`src/rtl/add_sub_pkg.sv`:
```
`default_nettype none
// ============================================================================
//  Module   : add_sub_pkg
//  Purpose  : Shared definitions for the bit-serial adder/subtractor.
//             Holds the FSM state type and its encodings.
//  Contents : state_t   - FSM state register type
//             c_st_idle - waiting for i_start
//             c_st_run  - one operand bit processed per clock
//  Revision : 1.0 - initial release
// ============================================================================
package add_sub_pkg;

    localparam int unsigned STATE_W = 1;

    typedef logic [STATE_W-1:0] state_t;

    localparam state_t c_st_idle = 1'b0;
    localparam state_t c_st_run  = 1'b1;

endpackage : add_sub_pkg
`default_nettype wire

```
`src/rtl/fa.sv`:
```
`default_nettype none
// ============================================================================
//  Module   : fa
//  Purpose  : Single-bit full-adder cell.
//  Ports    : i_a, i_b - addend bits
//             i_cin    - carry in
//             o_s      - sum bit
//             o_cout   - carry out
//  Revision : 1.0 - initial release
// ============================================================================
module fa (
    input  logic i_a,
    input  logic i_b,
    input  logic i_cin,
    output logic o_s,
    output logic o_cout
);

    assign o_s    = i_a ^ i_b ^ i_cin;
    assign o_cout = (i_a & i_b) | (i_cin & (i_a ^ i_b));

endmodule : fa
`default_nettype wire

```
`src/rtl/serial_add_sub.sv`:
```
`default_nettype none
// ============================================================================
//  Module   : serial_add_sub
//  Purpose  : Bit-serial two's-complement adder/subtractor. One operand bit
//             is processed per clock through a single full-adder cell;
//             a WIDTH-bit operation completes in WIDTH cycles.
//  Params   : WIDTH    - operand/result width (2..32)
//  Ports    : i_clk    - clock, rising edge
//             i_rst_n  - asynchronous active-low reset
//             i_start  - request, sampled only while idle
//             i_sub    - 0 = A+B, 1 = A-B (sampled with i_start)
//             i_a/i_b  - operands (sampled with i_start)
//             o_busy   - operation in progress
//             o_done   - one-cycle pulse, results valid/updated this cycle
//             o_result - sum/difference modulo 2^WIDTH, held between dones
//             o_cout   - final carry (subtract: 1 = no borrow)
//             o_ovf    - signed overflow
//  Revision : 1.0 - initial release
// ============================================================================
module serial_add_sub
    import add_sub_pkg::*;
#(
    parameter int WIDTH = 4
) (
    input  logic             i_clk,
    input  logic             i_rst_n,
    input  logic             i_start,
    input  logic             i_sub,
    input  logic [WIDTH-1:0] i_a,
    input  logic [WIDTH-1:0] i_b,
    output logic             o_busy,
    output logic             o_done,
    output logic [WIDTH-1:0] o_result,
    output logic             o_cout,
    output logic             o_ovf
);

    localparam int                 c_cnt_w = $clog2(WIDTH);
    localparam logic [c_cnt_w-1:0] c_last  = c_cnt_w'(WIDTH - 1);
    localparam logic [c_cnt_w-1:0] c_one   = c_cnt_w'(1);

    state_t             r_state;
    state_t             w_state_nxt;
    logic               w_load;
    logic               w_step;
    logic               w_finish;

    logic [WIDTH-1:0]   r_a;
    logic [WIDTH-1:0]   r_b;
    logic [WIDTH-1:0]   r_sum;
    logic               r_carry;
    logic [c_cnt_w-1:0] r_cnt;
    logic [WIDTH-1:0]   r_result;
    logic               r_cout;
    logic               r_ovf;
    logic               r_done;

    logic               w_s;
    logic               w_co;

    fa u_fa (
        .i_a    (r_a[0]),
        .i_b    (r_b[0]),
        .i_cin  (r_carry),
        .o_s    (w_s),
        .o_cout (w_co)
    );

    // ------------------------------------------------------------------
    // FSM state register
    // ------------------------------------------------------------------
    always_ff @(posedge i_clk or negedge i_rst_n) begin
        if (!i_rst_n) begin
            r_state <= c_st_idle;
        end else begin
            r_state <= w_state_nxt;
        end
    end

    // ------------------------------------------------------------------
    // FSM next state and datapath controls
    // ------------------------------------------------------------------
    always_comb begin
        w_state_nxt = r_state;
        w_load      = 1'b0;
        w_step      = 1'b0;
        w_finish    = 1'b0;
        case (r_state)
            c_st_idle: begin
                if (i_start) begin
                    w_load      = 1'b1;
                    w_state_nxt = c_st_run;
                end
            end
            c_st_run: begin
                w_step = 1'b1;
                if (r_cnt == c_last) begin
                    w_finish    = 1'b1;
                    w_state_nxt = c_st_idle;
                end
            end
            default: w_state_nxt = c_st_idle;
        endcase
    end

    // ------------------------------------------------------------------
    // Datapath. Subtraction is A + ~B + 1: B is inverted at load and the
    // carry flop is seeded with i_sub.
    // ------------------------------------------------------------------
    always_ff @(posedge i_clk or negedge i_rst_n) begin
        if (!i_rst_n) begin
            r_a      <= '0;
            r_b      <= '0;
            r_sum    <= '0;
            r_carry  <= 1'b0;
            r_cnt    <= '0;
            r_result <= '0;
            r_cout   <= 1'b0;
            r_ovf    <= 1'b0;
            r_done   <= 1'b0;
        end else begin
            r_done <= w_finish;
            if (w_load) begin
                r_a     <= i_a;
                r_b     <= i_b ^ {WIDTH{i_sub}};
                r_carry <= i_sub;
                r_cnt   <= '0;
            end else if (w_step) begin
                r_a     <= r_a >> 1;
                r_b     <= r_b >> 1;
                r_sum   <= {w_s, r_sum[WIDTH-1:1]};
                r_carry <= w_co;
                r_cnt   <= r_cnt + c_one;
            end
            // The last sum bit is still combinational here, so the final
            // result is assembled directly rather than from r_sum.
            if (w_finish) begin
                r_result <= {w_s, r_sum[WIDTH-1:1]};
                r_cout   <= w_co;
                r_ovf    <= r_carry ^ w_co;
            end
        end
    end

    assign o_busy   = (r_state == c_st_run);
    assign o_done   = r_done;
    assign o_result = r_result;
    assign o_cout   = r_cout;
    assign o_ovf    = r_ovf;

endmodule : serial_add_sub
`default_nettype wire

```
`config.mk`:
```
export PLATFORM = sky130hd
export DESIGN_NAME = serial_add_sub
export DESIGN_NICKNAME = d
export VERILOG_FILES = /design/src/rtl/add_sub_pkg.sv /design/src/rtl/fa.sv /design/src/rtl/serial_add_sub.sv
export SDC_FILE = /design/constraint.sdc
export NUM_CORES = 1
export LEC_CHECK = 0
export ABC_CLOCK_PERIOD_IN_PS = 2850
export CORE_UTILIZATION = 55
export CTS_BUF_LIST = sky130_fd_sc_hd__clkbuf_8
export CTS_CLUSTER_SIZE = 16
export DETAILED_ROUTE_END_ITERATION = 8
export PLACE_DENSITY = 0.91
export SLEW_MARGIN = 30
export SYNTH_ARGS = -nofsm -noshare
export SYNTH_HDL_FRONTEND = slang
export SYNTH_SLANG_ARGS = --single-unit
```
`constraint.sdc`:
```
create_clock -name i_clk -period 2.85 [get_ports i_clk]
set_input_delay 0.57 -clock i_clk [delete_from_list [all_inputs] [get_ports i_clk]]
set_output_delay 0.57 -clock i_clk [all_outputs]
set_load 0.005 [all_outputs]
```
Yosys cells after proc, flatten, opt, wreduce, memory -nomap -nowiden
Index checks and enable logic that the tools add are counted.
{"block": "op_classes", "n_eq_ne": 1, "add_sub_neg": 1, "mux": 15, "n_bitwise": 9, "reduce_logical": 2}
{"operator": "2-to-1 mux 4 bit", "count": 4}
{"operator": "2-to-1 mux 1 bit", "count": 8}
{"operator": "2-to-1 mux 2 bit", "count": 2}
{"operator": "XOR 4 bit", "count": 1}
{"operator": "XOR 1 bit", "count": 3}
{"operator": "adder 2 x 1 -> 2 bit (second input constant)", "count": 1}
{"operator": "bitwise AND 1 bit", "count": 2}
{"operator": "equality test 2 bit (second input constant)", "count": 1}
{"operator": "NOT 1 bit", "count": 2}
{"operator": "one-hot mux 1 bit (2 select lines)", "count": 1}
{"operator": "AND reduction 2 bit", "count": 1}
{"operator": "nonzero test 2 bit", "count": 1}
{"operator": "OR 1 bit", "count": 1}
{"block": "word_totals", "ff_bits": 23, "word_cells": 38, "out_inout_bits": 8}

Depth between registers and ports, before layout
{"block": "logic_depth", "ltp_word": 5, "ltp_mapped": 4, "mapped_depth_nobuf": 3}

By module
From an unflattened synthesis, not the netlist that was laid out.
{"block": "hier_totals", "cells_unflattened": 71, "area_unflattened_um2": 987.2}
{"module": "serial_add_sub", "area_per_inst_um2": 967.2, "cells_each": 70, "seq_area_each_um2": 550.5, "n_inst": 1}
{"module": "fa", "area_per_inst_um2": 20.0, "cells_each": 1, "seq_area_each_um2": 0.0, "n_inst": 1}

Least setup slack after synthesis
Ideal clock, no wire load.
{"block": "synth_path", "kind": "flip-flop to flip-flop", "start": "reg r_carry", "end": "reg r_ovf, in the netlist o_ovf", "n_path_buf": 0, "setup_ps": 125, "path_slack_ps": 1454, "arrival_time_ps": 1272, "period_less_slack_ps": 1396, "stages_incl_launch_ff": 4, "path_cell_list": "dfrtp_1 fa_1 xor2_1 mux2_2"}
{"block": "synth_between", "elab_chain_len": 3}
{"element": "start: declaration", "line": "serial_add_sub.sv:51", "rtl": "logic r_carry;"}
{"element": "start signal: assignment", "line": "serial_add_sub.sv:126", "rtl": "r_carry <= i_sub;"}
{"element": "start signal: assignment", "line": "serial_add_sub.sv:132", "rtl": "r_carry <= w_co;"}
{"element": "bitwise AND 1 bit", "line": "fa.sv:20", "rtl": "assign o_cout = (i_a & i_b) | (i_cin & (i_a ^ i_b));"}
{"element": "OR 1 bit", "line": "fa.sv:20"}
{"element": "named net u_fa.o_cout", "line": "fa.sv:16", "rtl": "output logic o_cout"}
{"element": "XOR 1 bit", "line": "serial_add_sub.sv:140", "rtl": "r_ovf <= r_carry ^ w_co;"}
{"element": "end signal: assignment", "line": "serial_add_sub.sv:140"}
{"element": "end: declaration", "line": "serial_add_sub.sv:55", "rtl": "logic r_ovf;"}
The timed path passes the listed nets, and every way through them passes these cells.
A chain may end at the register's enable or synchronous reset.

Worst setup path after layout
{"block": "layout_path", "start": "reg r_state, in the netlist o_busy", "end": "out o_busy"}
{"element": "start: declaration", "line": "serial_add_sub.sv:42", "rtl": "state_t r_state;"}
{"element": "start signal: assignment", "line": "serial_add_sub.sv:74", "rtl": "r_state <= c_st_idle;"}
{"element": "start signal: assignment", "line": "serial_add_sub.sv:76", "rtl": "r_state <= w_state_nxt;"}
{"element": "end: declaration", "line": "serial_add_sub.sv:31", "rtl": "output logic o_busy,"}
No word-level cell between the ends.

==> impl_metrics.ini <==
[logic_synthesis]
yosysMostFrequentCell = dfrtp_1
ys_top_cells_by_count = 22 x dfrtp_1, 10 x mux2_2, 5 x mux2i_1
syn-cell-area_um2 = 962
ys_warn_count = 0
synth_area_leader_cell = dfrtp_1
synthCells = 72
synth_top_area_share_pct = 57.2
ys_top_cells_by_area = dfrtp_1 57%, mux2_2 12%, mux2i_1 5.2%, xor2_1 3.6%, buf_4 2.3%
synth_nets = 86
synth_edf_count = 0
ys_ff_latch = 22
synth_flop_cell = dfrtp_1
synth-async-reset-ratio_pct = 100
yosysSeqAreaShare_pct = 57.2
ys_types = 22
avgSynthCellArea_um2 = 13.4

[clock_tree]
cts_tree = built
cts_buffers = 3
cts.clk_slew.worst_paths_ps = 80
cts_resized = 0
insertion_delay_ps = 260
ctsRootBufferMaster = clkbuf_8
cts_max_level = 1
cts_buffer_depth = 2
cts_sinks = 22
hold_buffers = 0
post-cts-setup-buffers = 0

[sta]
final_hold_viol_count = 0
fmax_mhz = 444
period_share_pct = 79.0
worst_pin_slew_ps = 688
setup_viol = 0
finalMaxSlewViolations = 0
skew_ps = 3.75
whs_ps = 499
period_minus_slack_ps = 2250
maxSlewHeadroom_pct = 54.1
rsz0062_at_grt = false
setup-tns-final_ps = 0

[critical_path]
path_delay_family = flip-flops
cp_num_buf_inv = 1
path_max_fanout = 24
worst_setup_path_end_kind = primary output
worstSetupPathType = reg -> out
required_ps = 2280
worstPathArrival_ps = 1680
crit_path_cell_trace = clkdlybuf4s50_1
critPathMaxStageDelay_ps = 790
crit_slowest_cell = dfrtp_1
startpoint_type = flip-flop
rrSetupSlack_ps = 1330

[grt]
grtUsageTotal_pct = 21.4
grt_first_pass_wirelength_um = 2800
gr-total-overflow = 0
grt_pass1_vias = 604
antenna_found_initial = 0
grt_max_degree = 25

[hold_path]
hold_path_class = reg -> reg

[floorplanning]
die_w_um = 43.8
start_util_pct = 61.0
die_h_um = 43.8
core_area_um2 = 1580
ios = 20
num_rows = 14
die-area_um2 = 1920

[power]
ir_drop_mv = 0.581
p_total_uw = 1240
leakage_uw = 0.000570
powerDensity_nw_per_um2 = 1020

[drt]
vias = 591
drt-initial-drc-count = 10
first_pass_iters = 6
routedWlPerCell_um = 15.3
drc = 3
ant_nets = 0
drt_wl_total_um = 1650
vias_per_cell = 5.47

[final_layout]
drive_gt1_share_pct = 17.4
diodes = 0
final_core_util_pct = 77.2
area_growth_syn_to_layout_pct = 26.5
fillCellCount = 114
final_nets = 107
fin_cells = 108

[placement]
dp_hpwl_um = 1120
port_buffers = 19
gp_congestion = 0.780
placedCellCount = 104

[run_status]
violations = design-rule violations
status = complete, but fails checks

[run]
maxCapViolCount = 0
[cell usage in the layout, fill, tap and decap left out]
cell type	n
inv_1	1
a221o_1	2
xor2_1	4
nor3b_1	1
clkbuf_8	3
nand2_1	4
buf_4	1
and2_1	3
clkdlybuf4s50_1	19
a22o_1	1
dfrtp_1	22
mux2i_1	5
a211o_1	1
nor2b_1	1
mux2_2	10
bufinv_16	1
a21oi_1	1
ha_1	1
a211oi_1	1
xnor2_1	1
nand2_2	1
o21ai_0	4
fa_1	1
nor2_1	3
[metal layers]
layer	up-vias	track usage (%)	wire length, µm
li1	286	-	-
met1	286	27.5	731
met2	17	35.5	871
met3	2	3.75	39
met4	0	9.38	10
met5	-	0	0
[power by group]
group          internal [µW]  total [µW]  switching, µW  leakage [µW]
sequential               443         550            107      0.000281
clock                    187         290            102     0.0000357
combinational            262         398            136      0.000254
total                    892        1240            346      0.000570
[registers in the layout, indices dropped and copies added (netlist names)]
name / count
o_ovf: 1
o_result: 4
r_cnt: 2
r_b: 4
o_busy: 1
o_cout: 1
r_carry: 1
r_sum: 3
r_a: 4
o_done: 1
[final cells by class]
type                            instances  area [µm²]  share of cell area (%)
Multi-Input combinational cell         45         374                    30.7
Inverter                                1        3.75                   0.308
Clock inverter                          1        30.0                    2.47
Clock buffer                            3        41.3                    3.39
Sequential cell                        22         551                    45.2
Tap cell                               16        20.0                    1.64
Timing Repair Buffer                   20         198                    16.2
[final timing paths]
kind,start,end,cells after the start
max reg2reg,o_busy$_DFF_PN0_,r_b[0]$_DFFE_PN0P_,2
min in group asynchronous,i_rst_n,o_result[3]$_DFFE_PN0P_,2
min,r_a[2]$_DFFE_PN0P_,r_a[1]$_DFFE_PN0P_,2
max,o_busy$_DFF_PN0_,o_busy,1
max in group asynchronous,i_rst_n,r_carry$_DFFE_PN0P_,2
min reg2reg,r_a[2]$_DFFE_PN0P_,r_a[1]$_DFFE_PN0P_,2
[through the flow]
stage / worst slack (ps) / cell area (µm²)
after CTS: 594 / 1220
final: 599 / 1220
after global placement: 886 / 1150
after floorplan: 1450 / 962
after global routing: 520 / 1220
after detailed placement: 841 / 1150
[logic make-up after synthesis]
family | count (synthesis) | share of synthesized area, %
buf+inv | 5 | 3.90
simple gates | 13 | 6.76
compound gates | 10 | 7.28
flops | 22 | 57.2
xor+xnor | 5 | 4.55
mux | 15 | 16.9
fa+ha+maj | 2 | 3.38
(Power assumes the default switching activity.)
